### config.mk
export PLATFORM = sky130hd
export DESIGN_NAME = run_ctrl
export DESIGN_NICKNAME = d
export VERILOG_FILES = /design/src/rtl/run_pkg.sv /design/src/rtl/sync_rise.sv /design/src/rtl/run_ctrl.sv
export SDC_FILE = /design/constraint.sdc
export NUM_CORES = 1
export LEC_CHECK = 0
export BUFFER_PORTS_ARGS = -buffer_cell sky130_fd_sc_hd__buf_2
export CAP_MARGIN = 15
export CORE_ASPECT_RATIO = 2
export CORE_MARGIN = 8
export CORE_UTILIZATION = 59
export DETAILED_ROUTE_END_ITERATION = 10
export PLACE_DENSITY = 0.85
export SYNTH_ARGS = -nofsm -noshare
export SYNTH_HDL_FRONTEND = slang
export SYNTH_SLANG_ARGS = --single-unit
### constraint.sdc
create_clock -name clk -period 5.4 [get_ports clk]
set_input_delay 0.27 -clock clk [delete_from_list [all_inputs] [get_ports clk]]
set_output_delay 0.27 -clock clk [all_outputs]
set_load 0.03 [all_outputs]
### src/rtl/run_pkg.sv
// run_pkg: run-control state encodings shared by run_ctrl, the display mux and data_route.
package run_pkg;

    localparam int STATE_W = 2;

    typedef enum logic [STATE_W-1:0] {
        RUN_S   = 2'b00,
        PAUSE_S = 2'b01,
        DONE_S  = 2'b10
    } state_t;

    function automatic int max_int(input int a, input int b);
        return (a > b) ? a : b;
    endfunction

endpackage

### src/rtl/sync_rise.sv
// sync_rise: two-flop synchronizer for an asynchronous panel button plus rising-edge detect.
module sync_rise (
    input  logic clk,
    input  logic rst,
    input  logic din,
    output logic rise
);

    logic c1_q, c2_q, c3_q;
    logic c1_d, c2_d, c3_d;

    always_comb begin
        c1_d = din;
        c2_d = c1_q;
        c3_d = c2_q;
    end

    always_ff @(posedge clk or posedge rst) begin
        if (rst) begin
            c1_q <= 1'b0;
            c2_q <= 1'b0;
            c3_q <= 1'b0;
        end else begin
            c1_q <= c1_d;
            c2_q <= c2_d;
            c3_q <= c3_d;
        end
    end

    assign rise = c2_q & ~c3_q;

endmodule

### src/rtl/run_ctrl.sv
// run_ctrl: pipeline clock-enable generator with halt/resume/exit control and retire counters.
// The resume button port is continue_in because continue is a reserved word.
module run_ctrl
    import run_pkg::*;
#(
    parameter int FAST_DIV = 1,
    parameter int SLOW_DIV = 4,
    parameter int CNT_W    = 32,
    parameter int HALT_W   = 16
) (
    input  logic               clk,
    input  logic               rst,
    input  logic               frequency,
    input  logic               continue_in,
    input  logic               halt_req,
    input  logic               exit_req,
    output logic               cpu_en,
    output logic [STATE_W-1:0] state,
    output logic               halted,
    output logic [CNT_W-1:0]   cycle_cnt,
    output logic [HALT_W-1:0]  halt_cnt
);

    localparam int DIV_W = $clog2(max_int(FAST_DIV, SLOW_DIV) + 1);
    localparam logic [DIV_W-1:0] FAST_V = DIV_W'(FAST_DIV);
    localparam logic [DIV_W-1:0] SLOW_V = DIV_W'(SLOW_DIV);

    state_t             state_q, state_d;
    logic [DIV_W-1:0]   div_cnt_q, div_cnt_d;
    logic [DIV_W-1:0]   cur_div_q, cur_div_d;
    logic [CNT_W-1:0]   cycle_cnt_q, cycle_cnt_d;
    logic [HALT_W-1:0]  halt_cnt_q, halt_cnt_d;
    logic               rise;
    logic               resume;
    logic               take_halt;
    logic [DIV_W-1:0]   sel_div;

    sync_rise u_cont (
        .clk  (clk),
        .rst  (rst),
        .din  (continue_in),
        .rise (rise)
    );

    assign sel_div   = frequency ? FAST_V : SLOW_V;
    assign resume    = (state_q == PAUSE_S) && rise;
    assign take_halt = cpu_en && halt_req && !exit_req;

    always_ff @(posedge clk or posedge rst) begin
        if (rst)
            state_q <= RUN_S;
        else
            state_q <= state_d;
    end

    always_comb begin
        state_d = state_q;
        case (state_q)
            RUN_S:   state_d = (cpu_en && exit_req) ? DONE_S : take_halt ? PAUSE_S : RUN_S;
            PAUSE_S: state_d = rise ? RUN_S : PAUSE_S;
            DONE_S:  state_d = DONE_S;
            default: state_d = RUN_S;
        endcase
    end

    // rst gates cpu_en so a divide-by-one build never pulses while held in reset
    always_comb begin
        cpu_en = !rst && (state_q == RUN_S) && (div_cnt_q == cur_div_q - DIV_W'(1));
        halted = (state_q != RUN_S);
    end

    always_comb begin
        div_cnt_d   = div_cnt_q;
        cur_div_d   = cur_div_q;
        cycle_cnt_d = cycle_cnt_q;
        halt_cnt_d  = halt_cnt_q;
        if (cpu_en || resume) begin
            div_cnt_d = '0;
            cur_div_d = sel_div;
        end else if (state_q == RUN_S) begin
            div_cnt_d = div_cnt_q + DIV_W'(1);
        end
        if (cpu_en && (cycle_cnt_q != '1))
            cycle_cnt_d = cycle_cnt_q + CNT_W'(1);
        if (take_halt)
            halt_cnt_d = halt_cnt_q + HALT_W'(1);
    end

    always_ff @(posedge clk or posedge rst) begin
        if (rst) begin
            div_cnt_q   <= '0;
            cur_div_q   <= SLOW_V;
            cycle_cnt_q <= '0;
            halt_cnt_q  <= '0;
        end else begin
            div_cnt_q   <= div_cnt_d;
            cur_div_q   <= cur_div_d;
            cycle_cnt_q <= cycle_cnt_d;
            halt_cnt_q  <= halt_cnt_d;
        end
    end

    assign state     = state_q;
    assign cycle_cnt = cycle_cnt_q;
    assign halt_cnt  = halt_cnt_q;

endmodule

# Word level (Yosys, flattened, before mapping)

Cells that the tools add are included.

Equal/unequal tests: 4
Bitwise logic cells: 2
Add/sub/neg operators: 4
Muxes and demuxes: 7
Reduce and logical (&&, ||, !) cells: 13

Operator list:

| operator              | count |
|---|---|
| $add 32x1->32 const B | 1 |
| $ne 32x32->1 const B  | 1 |
| $add 16x1->16 const B | 1 |
| $mux 3                | 3 |
| $logic_and 1x1->1     | 7 |
| $pmux 2 s3            | 1 |
| $reduce_bool 2->1     | 2 |
| $add 3x1->3 const B   | 1 |
| $eq 3x3->1            | 1 |
| $sub 3x1->3 const B   | 1 |
| $eq 2x1->1 const B    | 1 |
| $eq 2x2->1 const B    | 1 |
| $logic_not 1->1       | 2 |
| $logic_not 2->1       | 1 |
| $mux 1                | 2 |
| $mux 2                | 1 |
| $and 1x1->1           | 1 |
| $logic_or 1x1->1      | 1 |
| $not 1->1             | 1 |

Bits in registers: 59
Word-level logic and storage cells: 38
Input bits: 6
Output and inout bits: 52

# Longest topological paths before layout

Depth in word-level cells: 8
Gate-level depth with buffers: 8
Depth with buffers taken out: 6

# Cells and area by module

Synthesis repeated with hierarchy kept, for this count alone.

Cell total of the unflattened synthesis: 247
Area, all modules: 2756.4 sq um

Modules (own cells, without submodules):

| module    | sequential area each (sq um) | cells each | area an instance (sq um) | times used |
|---|---|---|---|---|
| run_ctrl  | 1377.6                       | 242        | 2663.8                   | 1 |
| sync_rise | 75.1                         | 5          | 92.6                     | 1 |

# Worst setup path after synthesis

Ideal clock, no wire load.

Path type: register to register
From: register cycle_cnt_q[23] (netlist: cycle_cnt[23])
To: register cycle_cnt_q[1] (netlist: cycle_cnt[1])
Required time: 5272 ps
Setup time: 128 ps
Setup slack: 3230 ps
Arrival: 2042 ps
Clock period less this slack: 2170 ps
Cell stages (with the launch flop): 7
Path buffers: 2
Cell sequence: dfrtp_1 -> nand4_1 -> nor4_4 -> a41o_1 -> buf_4 -> buf_6 -> mux2_1

Longest elaborated chain between the ends: 2

Ends and longest elaborated chain:

| item                   | line           | source |
|---|---|---|
| from (decl)            | run_ctrl.sv:31 | `logic [CNT_W-1:0] cycle_cnt_q, cycle_cnt_d;` |
| from (signal assigned) | run_ctrl.sv:98 | `cycle_cnt_q <= cycle_cnt_d;` |
| $ne 32x32->1           | run_ctrl.sv:83 | `if (cpu_en && (cycle_cnt_q != '1))` |
| $logic_and 1x1->1      | run_ctrl.sv:83 |  |

Every way passes these cells.
A chain may end at the register's enable or synchronous reset.

# Worst setup path in the final report

Same ends and word-level chain as after synthesis.

==> impl_metrics.csv <==
group,metric,value,unit
run_status,status,"complete, no violations",
detailed_routing,routed_wl,5840,um
placed_design,dp_hpwl,4250,um
placed_design,place_congestion,0.836,
synth,syn_nets,256,
die,core_area,0.00477,sq mm
sta,fmaxAchievable,0.390,GHz
cts,cts_buffer_depth,2,
sta,finalHoldViolCount,0,
synth,syn_area_per_cell,11.6,sq um
sta,skew,0.00584,ns
cts,ctsResizeCount,0,
sta,slew_violations,0,
placed_design,placed_cells,358,
cts,clockRootBuffer,"clkbuf_8",
run,cap_viol_max_count,0,
sta,worstMarginPinSlew,0.750,ns
pwr,combinationalPowerShare,1.9,%
synth,synthFlopType,"dfrtp_1",
pwr,p_leak,1.72,nW
synth,synth-seq-cells,58,
detailed_routing,antenna_left,0,
pwr,powerDensity,247,mW/mm^2
pwr,power.internal,0.663,mW
layout,final_nets,321,
die,die_h,115,um
global_routing,grt.overflow.total,0,
layout,n_fill_cell,369,
cts,post-cts-setup-buffers,0,
synth,yosys_warnings,0,
pwr,peakVddDrop,246,uV
sta,slew_headroom,50.0,%
cts,cts_tree,"yes",
detailed_routing,routed-via-count,2060,
synth,syn_inst,247,
cts,cts.clk_slew.worst_paths,0.06,ns
die,dieArea,0.00749,sq mm
setup_path,path_class,"register to register",
layout,regArea,0.00145,sq mm
global_routing,grt_pass1_vias,2221,
synth,synthArstFlopShare,100,%
placed_design,io_buffers,57,
synth,synthDistinctLibCells,42,
setup_path,crit_fanout,15,
die,rows,36,
setup_path,start_kind,"register",
detailed_routing,via_per_inst,5.52,
sta,min_period,2.56,ns
global_routing,grt_pass1_wl,10200,um
detailed_routing,drt-initial-drc-count,76,
cts,htree_levels,3,
synth,synth_edf_count,0,
synth,syn_area,0.00287,sq mm
pwr,swShare,20.8,%
layout,area_delta_synth_final,17.8,%
die,start_util,60.1,%
layout,fin_util,70.8,%
layout,multi_input_area,0.00131,sq mm
layout,diodes,0,
pwr,p_total,0.837,mW
pwr,clockPowerShare,45.7,%
pwr,seq_power_share,52.3,%
synth,yosysSeqAreaShare,50.6,%
global_routing,grt_max_degree,32,
global_routing,grtUsageTotal,17.4,%
cts,cts_made_buffers,9,
detailed_routing,first_pass_iters,4,
sta,finalSetupTns,0,ns
setup_path,cp.arrival,2.78,ns
layout,instances_no_fill,373,
worst_hold_path,hold_path_class,"primary input to async pin",
die,die_x,65.3,um
die,ios,58,
global_routing,antenna_found_initial,0,
detailed_routing,drc_errors,0,
cts,hold_buffers,0,
sta,report.final.setup_viol,0,
sta,rsz0062_at_grt,"no",
detailed_routing,wl_per_cell,15.6,um
cts,cts.sinks,58,
sta,final.period_utilization,47.5,%
setup_path,endpoint_kind,"register",
layout,drive_above_1_share,33.9,%
cts,insertion_delay,0.34,ns
setup_path,required,5.62,ns
pwr,power_switching,0.174,mW
-- layout make-up --
cell class | instances | share of cell area [%]
multi-input combinational | 169 | 38.8
timing repair buffer | 59 | 8.88
tap | 57 | 2.11
clock buffer | 12 | 4.29
clock inverter | 3 | 1.18
inverter | 15 | 1.81
sequential | 58 | 43.0
-- synth_stat cells, drive strengths merged (2+ instances only) --
cell type | count | area (sq um)
nand4 | 10 | 77.6
o21ai | 2 | 10.0
a21oi | 2 | 10.0
or3 | 2 | 17.5
nor3 | 18 | 168
nor4 | 10 | 134
nand2 | 23 | 86.3
nand3 | 12 | 72.6
and4 | 3 | 26.3
dfrtp | 57 | 1430
buf | 5 | 45.0
inv | 15 | 61.3
mux2 | 4 | 45.0
nor2 | 18 | 67.6
or2 | 2 | 12.5
and3 | 3 | 18.8
xnor2 | 19 | 166
ha | 3 | 37.5
xor2 | 28 | 245
-- state kept, by name (all words and copies together), names as in the netlist --
name and count:
halt_cnt 16, div_cnt_q 3, u_cont.c3_q 1, cycle_cnt 32, u_cont.c1_q 1, cur_div_q 2
u_cont.c2_q 1, state 2
-- worst max-delay path: stages, from the launching register on --
cell	delay (ns)
dfrtp_1	0.44
nand4_1	0.24
nor4_4	0.44
a41o_1	0.61
buf_4	0.35
mux2_1	0.34
-- cells by family (layout without fill, tap and decap cells) --
kind of cell | Yosys count | count (layout) | synth area share [%]
AND/OR/NAND/NOR | 106 | 106 | 25.2
flip-flops | 58 | 58 | 50.6
XOR/XNOR | 48 | 48 | 15.2
buffers and inverters | 20 | 89 | 3.71
AO/OA/AOI/OAI | 8 | 8 | 2.44
multiplexers | 4 | 4 | 1.57
adder cells (fa/ha/maj) | 3 | 3 | 1.31
-- path summary, 6_finish.rpt --
check / from / to / slack, ns / depth (start not counted)
worst max-delay path: cycle_cnt[23] / cycle_cnt[1] / 2.84 / 5
worst min-delay path: rst / cur_div_q[0] / 0.02 / 2
worst max register to register: cycle_cnt[23] / cycle_cnt[1] / 2.84 / 5
worst min register to register: u_cont.c1_q / u_cont.c2_q / 0.36 / 0
max in group asynchronous: rst / cycle_cnt[30] / 4.58 / 3
min in group clk: continue_in / u_cont.c1_q / 0.04 / 1
-- metrics by stage --
| stage | setup slack [ns] | instance area, sq um | hold WS, ns |
|---|---|---|---|
| after detailed placement | 2.84 | 3200 | 0.348 |
| after CTS | 2.82 | 3380 | 0.0247 |
| after global routing | 2.64 | 3380 | 0.0318 |
| final | 2.84 | 3380 | 0.0237 |
| after floorplan | 3.23 | 2870 | 0.301 |
| after global placement | 2.97 | 3200 | 0.334 |
-- cell usage in the layout (no fill, tap or decap), types with 3 or more instances in the layout --
| cell type | count |
|---|---|
| and3_1 | 3 |
| and4_1 | 3 |
| buf_2 | 57 |
| clkbuf_8 | 10 |
| dfrtp_1 | 57 |
| ha_1 | 3 |
| inv_1 | 13 |
| nand2_1 | 23 |
| nand3_1 | 11 |
| nand4_1 | 9 |
| nor2_1 | 18 |
| nor3_1 | 5 |
| nor3_2 | 11 |
| nor4_2 | 9 |
| xnor2_1 | 19 |
| xor2_1 | 28 |
-- per-layer routing --
layer	track usage, %	wire, um
met3	5.59	372
met4	8.21	112
met2	28.6	2950
met1	19.5	2400
met5	0	0
-- power by group through the flow --
stage	sequential (mW)	combinational [mW]	clock [mW]
after CTS	0.438	0.0169	0.394
after global placement	0.446	0.0162	0
after floorplan	0.445	0.0110	0
after detailed placement	0.446	0.0168	0
final	0.438	0.0162	0.383
after global routing	0.438	0.0187	0.409
Power figures use the tool's default switching activity.
